`src/rtl/sprite_pkg.sv`:
```
// sprite_pkg: definitions shared by the sprite commit scheduler and its FIFO.
//   - sprite config register addresses on the TinyQV peripheral bus
//   - display timing line counts (vblank starts at V_ACTIVE)
//   - scheduler FSM state encoding
//   - cfg_wr_t, the queued config write (address + data)
package sprite_pkg;

  localparam logic [5:0] ADDR_CTRL      = 6'h00;
  localparam logic [5:0] ADDR_SPR0_XY   = 6'h04;
  localparam logic [5:0] ADDR_SPR0_BMP0 = 6'h06;
  localparam logic [5:0] ADDR_SPR0_BMP1 = 6'h08;
  localparam logic [5:0] ADDR_SPR0_BMP2 = 6'h0A;
  localparam logic [5:0] ADDR_SPR0_BMP3 = 6'h0C;
  localparam logic [5:0] ADDR_SPR1_XY   = 6'h0E;
  localparam logic [5:0] ADDR_SPR1_BMP0 = 6'h10;
  localparam logic [5:0] ADDR_SPR1_BMP1 = 6'h12;
  localparam logic [5:0] ADDR_SPR1_BMP2 = 6'h14;
  localparam logic [5:0] ADDR_SPR1_BMP3 = 6'h16;

  localparam int V_ACTIVE = 768;
  localparam int V_TOTAL  = 806;

  typedef enum logic [1:0] {
    IDLE  = 2'd0,
    PASS  = 2'd1,
    DRAIN = 2'd2,
    WAIT  = 2'd3
  } sched_state_e;

  typedef struct packed {
    logic [5:0]  addr;
    logic [15:0] data;
  } cfg_wr_t;

endpackage

```
`src/rtl/sprite_cmd_fifo.sv`:
```
// sprite_cmd_fifo: synchronous FIFO holding queued sprite config writes.
// Ports:
//   clk, rst        clock, synchronous active-high reset
//   push, push_data write one entry (ignored when full)
//   pop, pop_data   remove the head entry (ignored when empty); pop_data
//                   always shows the current head
//   level           registered occupancy
//   full, empty     decoded from level, not from the pointers
module sprite_cmd_fifo #(
  parameter int DEPTH = 8,
  parameter int WIDTH = 22
) (
  input  logic                     clk,
  input  logic                     rst,
  input  logic                     push,
  input  logic [WIDTH-1:0]         push_data,
  input  logic                     pop,
  output logic [WIDTH-1:0]         pop_data,
  output logic [$clog2(DEPTH):0]   level,
  output logic                     full,
  output logic                     empty
);

  localparam int AW = $clog2(DEPTH);
  localparam logic [AW:0] DEPTH_L = (AW+1)'(DEPTH);

  logic [WIDTH-1:0] mem [DEPTH];
  logic [AW-1:0]    wr_ptr;
  logic [AW-1:0]    rd_ptr;
  logic             do_push;
  logic             do_pop;

  assign full     = (level == DEPTH_L);
  assign empty    = (level == '0);
  assign do_push  = push && !full;
  assign do_pop   = pop && !empty;
  assign pop_data = mem[rd_ptr];

  always_ff @(posedge clk) begin
    if (rst) begin
      wr_ptr <= '0;
      rd_ptr <= '0;
      level  <= '0;
    end else begin
      // pointers are exactly log2(DEPTH) wide, so they wrap on their own
      if (do_push) wr_ptr <= wr_ptr + AW'(1);
      if (do_pop)  rd_ptr <= rd_ptr + AW'(1);
      case ({do_push, do_pop})
        2'b10:   level <= level + (AW+1)'(1);
        2'b01:   level <= level - (AW+1)'(1);
        default: level <= level;
      endcase
    end
  end

  always_ff @(posedge clk) begin
    if (do_push) mem[wr_ptr] <= push_data;
  end

endmodule

```
`src/rtl/sprite_commit_sched.sv`:
```
// sprite_commit_sched: queues CPU writes to the sprite config registers and
// replays them onto the config bus only where they cannot tear the picture.
// With streaming off, writes pass straight through (one per cycle); with
// streaming on, they are held until vertical blank and drained there, at
// most BUDGET per window and at most one window per frame.
// Ports:
//   clk, rst                  clock, synchronous active-high reset
//   wr_valid/wr_addr/wr_data  CPU config write (never stalled)
//   wr_ready                  queue not full (status only)
//   stream_en, vblank         timing generator running / in vertical blank
//   cfg_we/cfg_addr/cfg_data  registered write to the sprite register file
//   fifo_level                queue occupancy
//   overflow, clr_overflow    sticky dropped-write flag and its clear
//   commit_done               pulse when a vblank window emptied the queue
//
// state | meaning
// IDLE  | nothing to pass through, waiting for vblank rise (streaming)
// PASS  | streaming off, emitting queued writes one per cycle
// DRAIN | inside a vblank window, emitting queued writes within budget
// WAIT  | window finished, holding until vblank ends
module sprite_commit_sched
  import sprite_pkg::*;
#(
  parameter int DEPTH  = 8,
  parameter int BUDGET = 16
) (
  input  logic                   clk,
  input  logic                   rst,
  input  logic                   wr_valid,
  input  logic [5:0]             wr_addr,
  input  logic [15:0]            wr_data,
  output logic                   wr_ready,
  input  logic                   stream_en,
  input  logic                   vblank,
  output logic                   cfg_we,
  output logic [5:0]             cfg_addr,
  output logic [15:0]            cfg_data,
  output logic [$clog2(DEPTH):0] fifo_level,
  output logic                   overflow,
  input  logic                   clr_overflow,
  output logic                   commit_done
);

  localparam int LW = $clog2(DEPTH) + 1;
  localparam int BW = $clog2(BUDGET + 1);
  localparam logic [BW-1:0] BUDGET_L = BW'(BUDGET);

  localparam logic [1:0] S_IDLE  = IDLE;
  localparam logic [1:0] S_PASS  = PASS;
  localparam logic [1:0] S_DRAIN = DRAIN;
  localparam logic [1:0] S_WAIT  = WAIT;

  logic [1:0]    state, state_d;
  logic [BW-1:0] budget, budget_d;
  logic          done_d;
  logic          vblank_q;
  logic          vblank_rise;

  logic          fifo_full, fifo_empty;
  logic          push_ok, drop;
  logic          pass_pop, drain_pop, pop;
  logic          drain_last;
  cfg_wr_t       push_entry;
  cfg_wr_t       head;

  assign vblank_rise = vblank && !vblank_q;

  // fullness comes from the registered level, so a pop in the same cycle
  // never makes room for this cycle's push
  assign push_ok    = wr_valid && !fifo_full;
  assign drop       = wr_valid && fifo_full;
  assign wr_ready   = !fifo_full;
  assign push_entry = '{addr: wr_addr, data: wr_data};

  // IDLE also pops so a passthrough write reaches cfg_we two cycles after
  // it was pushed instead of waiting for the PASS state first
  assign pass_pop  = ((state == S_IDLE) || (state == S_PASS)) && !stream_en && !fifo_empty;
  assign drain_pop = (state == S_DRAIN) && stream_en && vblank && !fifo_empty &&
                     (budget < BUDGET_L);
  assign pop       = pass_pop || drain_pop;

  // the queue only ends up empty if no new write lands alongside the last pop
  assign drain_last = drain_pop && (fifo_level == LW'(1)) && !push_ok;

  sprite_cmd_fifo #(
    .DEPTH (DEPTH),
    .WIDTH ($bits(cfg_wr_t))
  ) u_fifo (
    .clk       (clk),
    .rst       (rst),
    .push      (push_ok),
    .push_data (push_entry),
    .pop       (pop),
    .pop_data  (head),
    .level     (fifo_level),
    .full      (fifo_full),
    .empty     (fifo_empty)
  );

  always_comb begin
    state_d  = state;
    budget_d = budget;
    done_d   = 1'b0;
    case (state)
      S_IDLE: begin
        if (!stream_en && !fifo_empty) begin
          state_d = S_PASS;
        end else if (stream_en && vblank_rise) begin
          state_d  = S_DRAIN;
          budget_d = '0;
        end
      end
      S_PASS: begin
        if (stream_en || fifo_empty) state_d = S_IDLE;
      end
      S_DRAIN: begin
        if (!stream_en) begin
          state_d = S_PASS;
        end else if (fifo_empty) begin
          state_d = S_WAIT;
          done_d  = 1'b1;
        end else if (!vblank || (budget >= BUDGET_L)) begin
          // window cut short; leftovers wait for the next frame
          state_d = S_WAIT;
        end else begin
          budget_d = budget + BW'(1);
          if (drain_last) begin
            state_d = S_WAIT;
            done_d  = 1'b1;
          end
        end
      end
      S_WAIT: begin
        if (!vblank) state_d = stream_en ? S_IDLE : S_PASS;
      end
      default: state_d = S_IDLE;
    endcase
  end

  always_ff @(posedge clk) begin
    if (rst) begin
      state       <= S_IDLE;
      budget      <= '0;
      vblank_q    <= 1'b0;
      commit_done <= 1'b0;
      cfg_we      <= 1'b0;
      cfg_addr    <= '0;
      cfg_data    <= '0;
      overflow    <= 1'b0;
    end else begin
      state       <= state_d;
      budget      <= budget_d;
      vblank_q    <= vblank;
      commit_done <= done_d;
      cfg_we      <= pop;
      if (pop) begin
        cfg_addr <= head.addr;
        cfg_data <= head.data;
      end
      if (drop) begin
        overflow <= 1'b1;
      end else if (clr_overflow) begin
        overflow <= 1'b0;
      end
    end
  end

endmodule
```
`config.mk`:
```
export PLATFORM = sky130hd
export DESIGN_NAME = sprite_commit_sched
export DESIGN_NICKNAME = d
export VERILOG_FILES = /design/src/rtl/sprite_pkg.sv /design/src/rtl/sprite_cmd_fifo.sv /design/src/rtl/sprite_commit_sched.sv
export SDC_FILE = /design/constraint.sdc
export NUM_CORES = 1
export LEC_CHECK = 0
export BUFFER_PORTS_ARGS = -buffer_cell sky130_fd_sc_hd__buf_2
export CORE_MARGIN = 4
export CORE_UTILIZATION = 50
export CTS_BUF_LIST = sky130_fd_sc_hd__clkbuf_8
export DETAILED_ROUTE_END_ITERATION = 7
export HOLD_SLACK_MARGIN = 0.03
export PLACE_DENSITY = 0.68
export SYNTH_ARGS = -nofsm -noshare
export SYNTH_HDL_FRONTEND = slang
export SYNTH_SLANG_ARGS = --single-unit
```
`constraint.sdc`:
```
create_clock -name clk -period 4 [get_ports clk]
set_clock_uncertainty 0.05 [all_clocks]
set_input_delay 0.6 -clock clk [delete_from_list [all_inputs] [get_ports clk]]
set_output_delay 0.6 -clock clk [all_outputs]
set_load 0.005 [all_outputs]
```
==> summary.txt, run 1 <==
Run status
  • Status: complete, no violations

Yosys
  • Synth Area per Inst: 17.9 um2
  • Flops & latches, synth: 219
  • Synth Cell Area: 8580 um2
  • Most common cell in the netlist: edfxtp_1
  • Post-synth top flop: edfxtp_1
  • Async S/R FF share, synth: 0%
  • Simple-gate share of the synthesized area: 5.69%
  • Post-Synth XOR/XNOR Area: 0.715%
  • Mapped Cells: 479
  • Synth Area in Compound Gates: 6.78%
  • Register area share after synthesis: 71.7%
  • Post-synth top area share: 61.6%
  • Ys Warns: 0
  • Synth area leader: edfxtp_1
  • Largest family of logic cells by synthesized area: multiplexers
  • Synthesized Nets: 514
  • Synth top area cells: edfxtp_1 62%, mux4_2 11%, dfxtp_1 10%
  • Number of flops mapped to enable cells by yosys: 176
  • Adder-cell share of the synthesized area: 1.02%
  • Synth cell count leaders: 176 x edfxtp_1, 51 x nand2_1, 43 x dfxtp_1, 41 x mux4_2, 31 x a21oi_1
  • Mux contribution to synthesized area: 11.9%
  • Yosys cell types: 43

Die
  • Core area: 16700 um2
  • Initial Util: 51.3%
  • Full die area: 19300 um2
  • Die height: 139 um
  • Num rows: 47
  • Die width: 139 um
  • I/O pins: 58

Worst setup path
  • Crit-path cells: inv_1 -> ha_1 -> nand3b_1 -> nand2_1 -> or2_1 -> nor2_2 -> buf_4
  • Buf/Inv on CP: 2
  • WP data required: 4160 ps
  • Flop-to-flop setup slack: 1210 ps
  • CP Launch Type: flop
  • Crit-path max FO: 12
  • R2r endpoint: u_fifo.mem[6][17]
  • Worst Reg2Reg Path Length in Cells: 7
  • Reg-to-Reg Start: u_fifo.level[0]
  • CP max stage cell: nor2_2
  • CP Data Arrival Time: 2960 ps
  • CP peak stage delay: 610 ps
  • Crit. End Element: flop
  • Critical path type: flop to flop
  • Top delay family on crit path: simple AND/OR/NAND/NOR gates

Power and ir drop
  • Pint: 4300 uW
  • Net Switching: 1710 uW
  • Max VDD drop: 0.382 mV
  • Gate power share: 21.7%
  • Pwr dens: 611 nW/um2
  • Flop pwr share: 47.1%
  • Sw Share: 28.5%
  • Leak: 0.00333 uW
  • Clock Power Share: 31.1%

Min path
  • Hold depth: 1
  • Min-delay src: wr_addr[2]
  • HP Class: primary input to flop
  • Hold EP: u_fifo.mem[0][18]

Routing
  • Pre-antenna DRT Iters: 4
  • Violation count after the first detailed-route iteration: 313
  • DR WL/cell: 21.2 um
  • Detailed-route via count: 4630
  • Remaining routing DRC violations: 0
  • Drt via density: 5.70
  • Detailed Route WL: 17200 um
  • Antenna-violating nets left: 0

Clock tree
  • CTS tree: yes
  • Hold Buf Count CTS: 0
  • Setup bufs post-CTS: 0
  • Bufs on Longest Clock Path: 3
  • Reg clk slew, reported paths: 60 ps
  • Clk_lat worst skew: 520 ps
  • Clk sink count: 219
  • Cts bufs inserted: 36
  • Post-cts sizing count: 0
  • H-tree depth: 2
  • Root Driver: clkbuf_8

STA
  • F_max: 0.358 GHz
  • Final setup fails: 0
  • Setup Total Neg Slack: 0 ps
  • Tcrit/Tclk final: 69.8%
  • RSZ-0062 raised after global routing: no
  • Slew headroom: 20.7%
  • Period minus WS final: 2790 ps
  • Setup ws final: 1210 ps
  • Final Hold Vio Count: 0
  • Slew Viols, Final: 0
  • Tightest Pin Transition: 1190 ps

Global route
  • First-pass GRT wire length: 27500 um
  • Total congestion overflow: 0
  • Largest net degree at the start of global routing: 40
  • Vias in the first global route: 4921
  • Antenna violations before repair: 1
  • Global Route Usage Sum: 18.3%

Placement
  • I/O Buffers: 57
  • Placer Congestion: 0.721
  • Dpl ws: 1200 ps
  • Detailed Place HPWL: 9860 um

Final layout
  • Syn-to-layout area delta: 14.6%
  • Fin util: 58.8%
  • Share of cells above drive strength 1: 33.4%
  • Ant diodes: 0
  • Net total in the final layout: 599

Job
  • Maxcap violations: 0
layer usage:
layer  wire [um]  vias up  GRT usage (%)
met5          10        -              0
li1            -     2087              -
met2        8790      138           30.6
met1        7060     2369           24.0
met3        1050       34           4.52
met4         325        2           5.51
cell type report:
class / instances / area, um2
Timing Repair Buffer: 71 / 403
Tap cell: 220 / 275
Clock buffer: 42 / 578
Sequential cell: 219 / 6150
Fill cell: 1299 / 6880
Inverter: 7 / 26.3
Clock inverter: 24 / 129
Multi-Input combinational cell: 229 / 2270
stage by stage:
step | total power, uW | area, um2 | std cells | hold WS, ps
2_1_floorplan | 3820 | 8580 | 479 | 378
3_3_place_gp | 4160 | 9120 | 746 | 408
3_5_place_dp | 4200 | 9120 | 746 | 437
4_1_cts | 6070 | 9830 | 812 | 270
5_1_grt | 6320 | 9830 | 812 | 291
6_report | 6000 | 9830 | 812 | 290
power by group through the flow:
stage               registers [uW]  clock network (uW)  logic (uW)
floorplan                     2800                   0        1020
CTS                           2840                1910        1320
finish                        2830                1870        1300
detailed placement            2880                   0        1320
global route                  2860                2040        1420
global placement              2870                   0        1290
placed cells by master, fill, tap and decap left out, types with 2 or more instances in the layout:
cell / Yosys / final
edfxtp_1: 176 / 176
buf_2: 10 / 57
nand2_1: 51 / 51
clkbuf_8: 0 / 42
mux4_2: 41 / 41
dfxtp_1: 43 / 41
a21oi_1: 31 / 31
a311oi_2: 19 / 19
nor2_1: 21 / 15
inv_1: 7 / 14
buf_4: 2 / 13
clkinv_1: 0 / 9
o21ai_0: 7 / 7
ha_1: 7 / 7
nand3_1: 6 / 6
nor2_2: 0 / 6
clkinv_2: 0 / 6
xnor2_1: 4 / 4
a311oi_1: 4 / 4
nand2b_1: 3 / 3
nor3_2: 1 / 3
xor2_1: 3 / 3
mux4_1: 3 / 3
or2_1: 2 / 2
nand3b_1: 2 / 2
mux2i_1: 2 / 2
a211oi_1: 2 / 2
or3_1: 2 / 2
dfxtp_2: 0 / 2
kinds of logic after synthesis:
| kind of cell | Yosys count |
|---|---|
| buf+inv | 31 |
| compound gates | 69 |
| fa+ha+maj | 7 |
| xor+xnor | 7 |
| simple gates | 100 |
| flops | 219 |
| mux | 46 |
sequential cells by signal, indices dropped and copies added, names as in the netlist:
| name | flops |
|---|---|
| vblank_q | 1 |
| cfg_data | 16 |
| commit_done | 1 |
| u_fifo.rd_ptr | 3 |
| state | 2 |
| u_fifo.mem | 176 |
| cfg_we | 1 |
| budget | 5 |
| u_fifo.level | 4 |
| u_fifo.wr_ptr | 3 |
| overflow | 1 |
| cfg_addr | 6 |
worst max-delay path by stage:
stage,from,slack [ps],depth (start not counted),end
2_1_floorplan,u_fifo.level[0],680,6,u_fifo.mem[0][0]
3_3_place_gp,u_fifo.level[0],1290,7,u_fifo.mem[6][18]
3_5_place_dp,u_fifo.level[0],1200,7,u_fifo.mem[6][17]
4_1_cts,u_fifo.level[0],1190,7,u_fifo.mem[6][14]
5_1_grt,u_fifo.level[0],1010,7,u_fifo.mem[6][14]
6_report,u_fifo.level[0],1210,7,u_fifo.mem[6][17]
No activity file was read; power rests on OpenSTA's default activity.
==> run 2, diff against run 1 <==
==> constraint.sdc (replaced) <==
create_clock -name clk -period 2.7 [get_ports clk]
set_clock_uncertainty 0.05 [all_clocks]
set_input_delay 0.405 -clock clk [delete_from_list [all_inputs] [get_ports clk]]
set_output_delay 0.405 -clock clk [all_outputs]
set_load 0.005 [all_outputs]
==> run 2 against run 1 <==
Net effect: non-clock buffer count grew 7; sequential share of layout area decreased by 0.36 points; register-to-register slack worse by 940 ps; highest routed layer is now met4.
==> summary.txt, run 2 (same netlist as run 1, synthesis figures left out) <==
Final layout
  • Net total in the final layout: 605 (was 599)
  • Most common cell after layout, fill and taps aside: edfxtp_1 (unchanged)
  • Share of cells above drive strength 1: 32.9% (was 33.4%)
  • Syn-to-layout area delta: 15.2% (was 14.6%)
  • Largest registers: u_fifo.mem: 176 flops, cfg_data: 16 flops, cfg_addr: 6 flops (unchanged)
  • Register with the most flip-flops: u_fifo.mem (unchanged)
  • Design area: 9880 um2 (was 9830 um2)
  • Ant diodes: 0 (unchanged)
  • Fin util: 59.2% (was 58.8%)
  • Max reg flops: 176 (unchanged)
  • Commonest cells after routing, fill and taps aside: 176 x edfxtp_1, 57 x buf_2, 51 x nand2_1, 41 x mux4_2, 41 x dfxtp_1 (was 176 x edfxtp_1, 57 x buf_2, 51 x nand2_1, 42 x clkbuf_8)

Die
  • Die height: 139 um (unchanged)
  • Core area: 16700 um2 (unchanged)
  • Full die area: 19300 um2 (unchanged)
  • Num rows: 47 (unchanged)
  • Initial Util: 51.3% (unchanged)
  • I/O pins: 58 (unchanged)
  • Die width: 139 um (unchanged)

Worst setup path
  • Crit-path max FO: 10 (was 12)
  • Crit. End Element: flop (unchanged)
  • CP Data Arrival Time: 2760 ps (was 2960 ps)
  • Buf/Inv on CP: 1 (was 2)
  • CP peak stage delay: 470 ps (was 610 ps)
  • CP Launch Type: flop (unchanged)
  • Crit-path cells: inv_1 -> ha_1 -> nor3b_4 -> nor2_4 -> ha_1 -> or4b_1 -> a21oi_1 -> xnor2_1 -> nor2_1 (was inv_1 -> ha_1 -> nand3b_1 -> nand2_1 -> or2_1 -> nor2_2 -> buf_4)
  • WP data required: 3020 ps (was 4160 ps)
  • CP dominant cell by count: ha_1
  • Critical path type: flop to flop (unchanged)
  • Top delay family on crit path: simple AND/OR/NAND/NOR gates (unchanged)
  • CP max stage cell: or4b_1 (was nor2_2)

Routing
  • Antenna-violating nets left: 0 (unchanged)
  • DR WL/cell: 20.7 um (was 21.2 um)
  • Violation count after the first detailed-route iteration: 311 (was 313)
  • Detailed-route via count: 4544 (was 4630)
  • Pre-antenna DRT Iters: 4 (unchanged)
  • Drt via density: 5.58 (was 5.70)
  • Detailed Route WL: 16900 um (was 17200 um)
  • Remaining routing DRC violations: 0 (unchanged)

Power and ir drop
  • Leak: 0.00336 uW (was 0.00333 uW)
  • Max VDD drop: 0.469 mV (was 0.382 mV)
  • Pwr dens: 894 nW/um2 (was 611 nW/um2)

Placement
  • DP Area: 9220 um2 (was 9120 um2)
  • Placer Congestion: 0.702 (was 0.721)
  • Dpl ws: 261 ps (was 1200 ps)
  • Detailed Place HPWL: 10000 um (was 9860 um)
  • I/O Buffers: 57 (unchanged)

Job
  • Maxcap violations: 0 (unchanged)

Global route
  • Total congestion overflow: 0 (unchanged)
  • Largest net degree at the start of global routing: 46 (was 40)
  • Global Route Usage Sum: 17.7% (was 18.3%)
  • First-pass GRT wire length: 26700 um (was 27500 um)
  • Antenna violations before repair: 0 (was 1)
  • Vias in the first global route: 4936 (was 4921)

STA
  • Setup Total Neg Slack: 0 ps (unchanged)
  • RSZ-0062 raised after global routing: no (unchanged)
  • Period minus WS final: 2440 ps (was 2790 ps)
  • Slew headroom: 40.5% (was 20.7%)
  • F_max: 0.410 GHz (was 0.358 GHz)
  • Slew Viols, Final: 0 (unchanged)
  • Tightest Pin Transition: 891 ps (was 1190 ps)
  • Final Hold Vio Count: 0 (unchanged)
  • Setup ws final: 264 ps (was 1210 ps)
  • Final setup fails: 0 (unchanged)
  • Tcrit/Tclk final: 90.2% (was 69.8%)
  • Hold_ws: 122 ps (was 290 ps)

Clock tree
  • Bufs on Longest Clock Path: 3 (unchanged)
  • Cts bufs inserted: 35 (was 36)
  • Reg clk slew, reported paths: 60 ps (about the same)
  • Setup bufs post-CTS: 0 (unchanged)
  • Clk sink count: 219 (unchanged)
  • Post-cts sizing count: 0 (unchanged)
  • H-tree depth: 2 (unchanged)
  • Root Driver: clkbuf_8 (unchanged)
  • Hold Buf Count CTS: 0 (unchanged)
  • Clk_lat worst skew: 500 ps (was 520 ps)
  • CTS tree: yes (unchanged)

Min path
  • HP Class: primary input to flop (unchanged)

Run status
  • Status: complete, no violations (unchanged)
## run 2: cell types whose count changed in the layout (fill, tap and decap cells not counted), sizes merged
cell	delta
clkinvlp	+1
inv	+5
clkbuf	-5
clkinv	-6
bufinv	+1
buf	+7
## run 2: area by class of cell
| type | instances | area (um2) |
|---|---|---|
| clock buffers | 37 | 509 |
| clock inverters | 25 | 151 |
| fillers | 1249 | 6820 |
| inverters | 7 | 26.3 |
| multi-input cells | 229 | 2280 |
| flip-flops and latches | 219 | 6150 |
| well taps | 220 | 275 |
| repair buffers | 78 | 493 |
## run 2: where the power goes
| part | internal [uW] | switching [uW] | total, uW |
|---|---|---|---|
| clock | 1460 | 1200 | 2660 |
| sequential | 3930 | 173 | 4100 |
| combinational | 979 | 1100 | 2080 |
| total | 6360 | 2470 | 8840 |
## run 2: worst paths after layout
kind	from	endpoint	slack [ps]	cells after the start
worst max-delay path	u_fifo.level[0]	u_fifo.level[3]	260	9
worst max register to register	u_fifo.level[0]	u_fifo.level[3]	260	9
worst min-delay path	wr_data[4]	u_fifo.mem[6][4]	120	1
worst min register to register	budget[4]	budget[4]	420	2
## run 2: per-stage QoR
stage	power [uW]	instances
after floorplan	5660	479
after global placement	6230	753
after detailed placement	6290	753
after CTS	8940	815
after global routing	9290	815
final	8840	815
## run 2: per-layer routing
metal  global-route usage [%]  routed length (um)  up-vias
met5                        0                   0        -
met4                     6.13                 320        0
met3                     3.55                 949       29
met2                     30.3                8690      120
met1                     22.8                6900     2296
li1                         -                   -     2099
## run 2: worst reg2reg max path, cell delays in order (launching register included)
cell and delay [ps]:
dfxtp_1 460, inv_1 80, ha_1 240, nor3b_4 210
nor2_4 130, ha_1 250, or4b_1 470, a21oi_1 230
xnor2_1 140, nor2_1 50
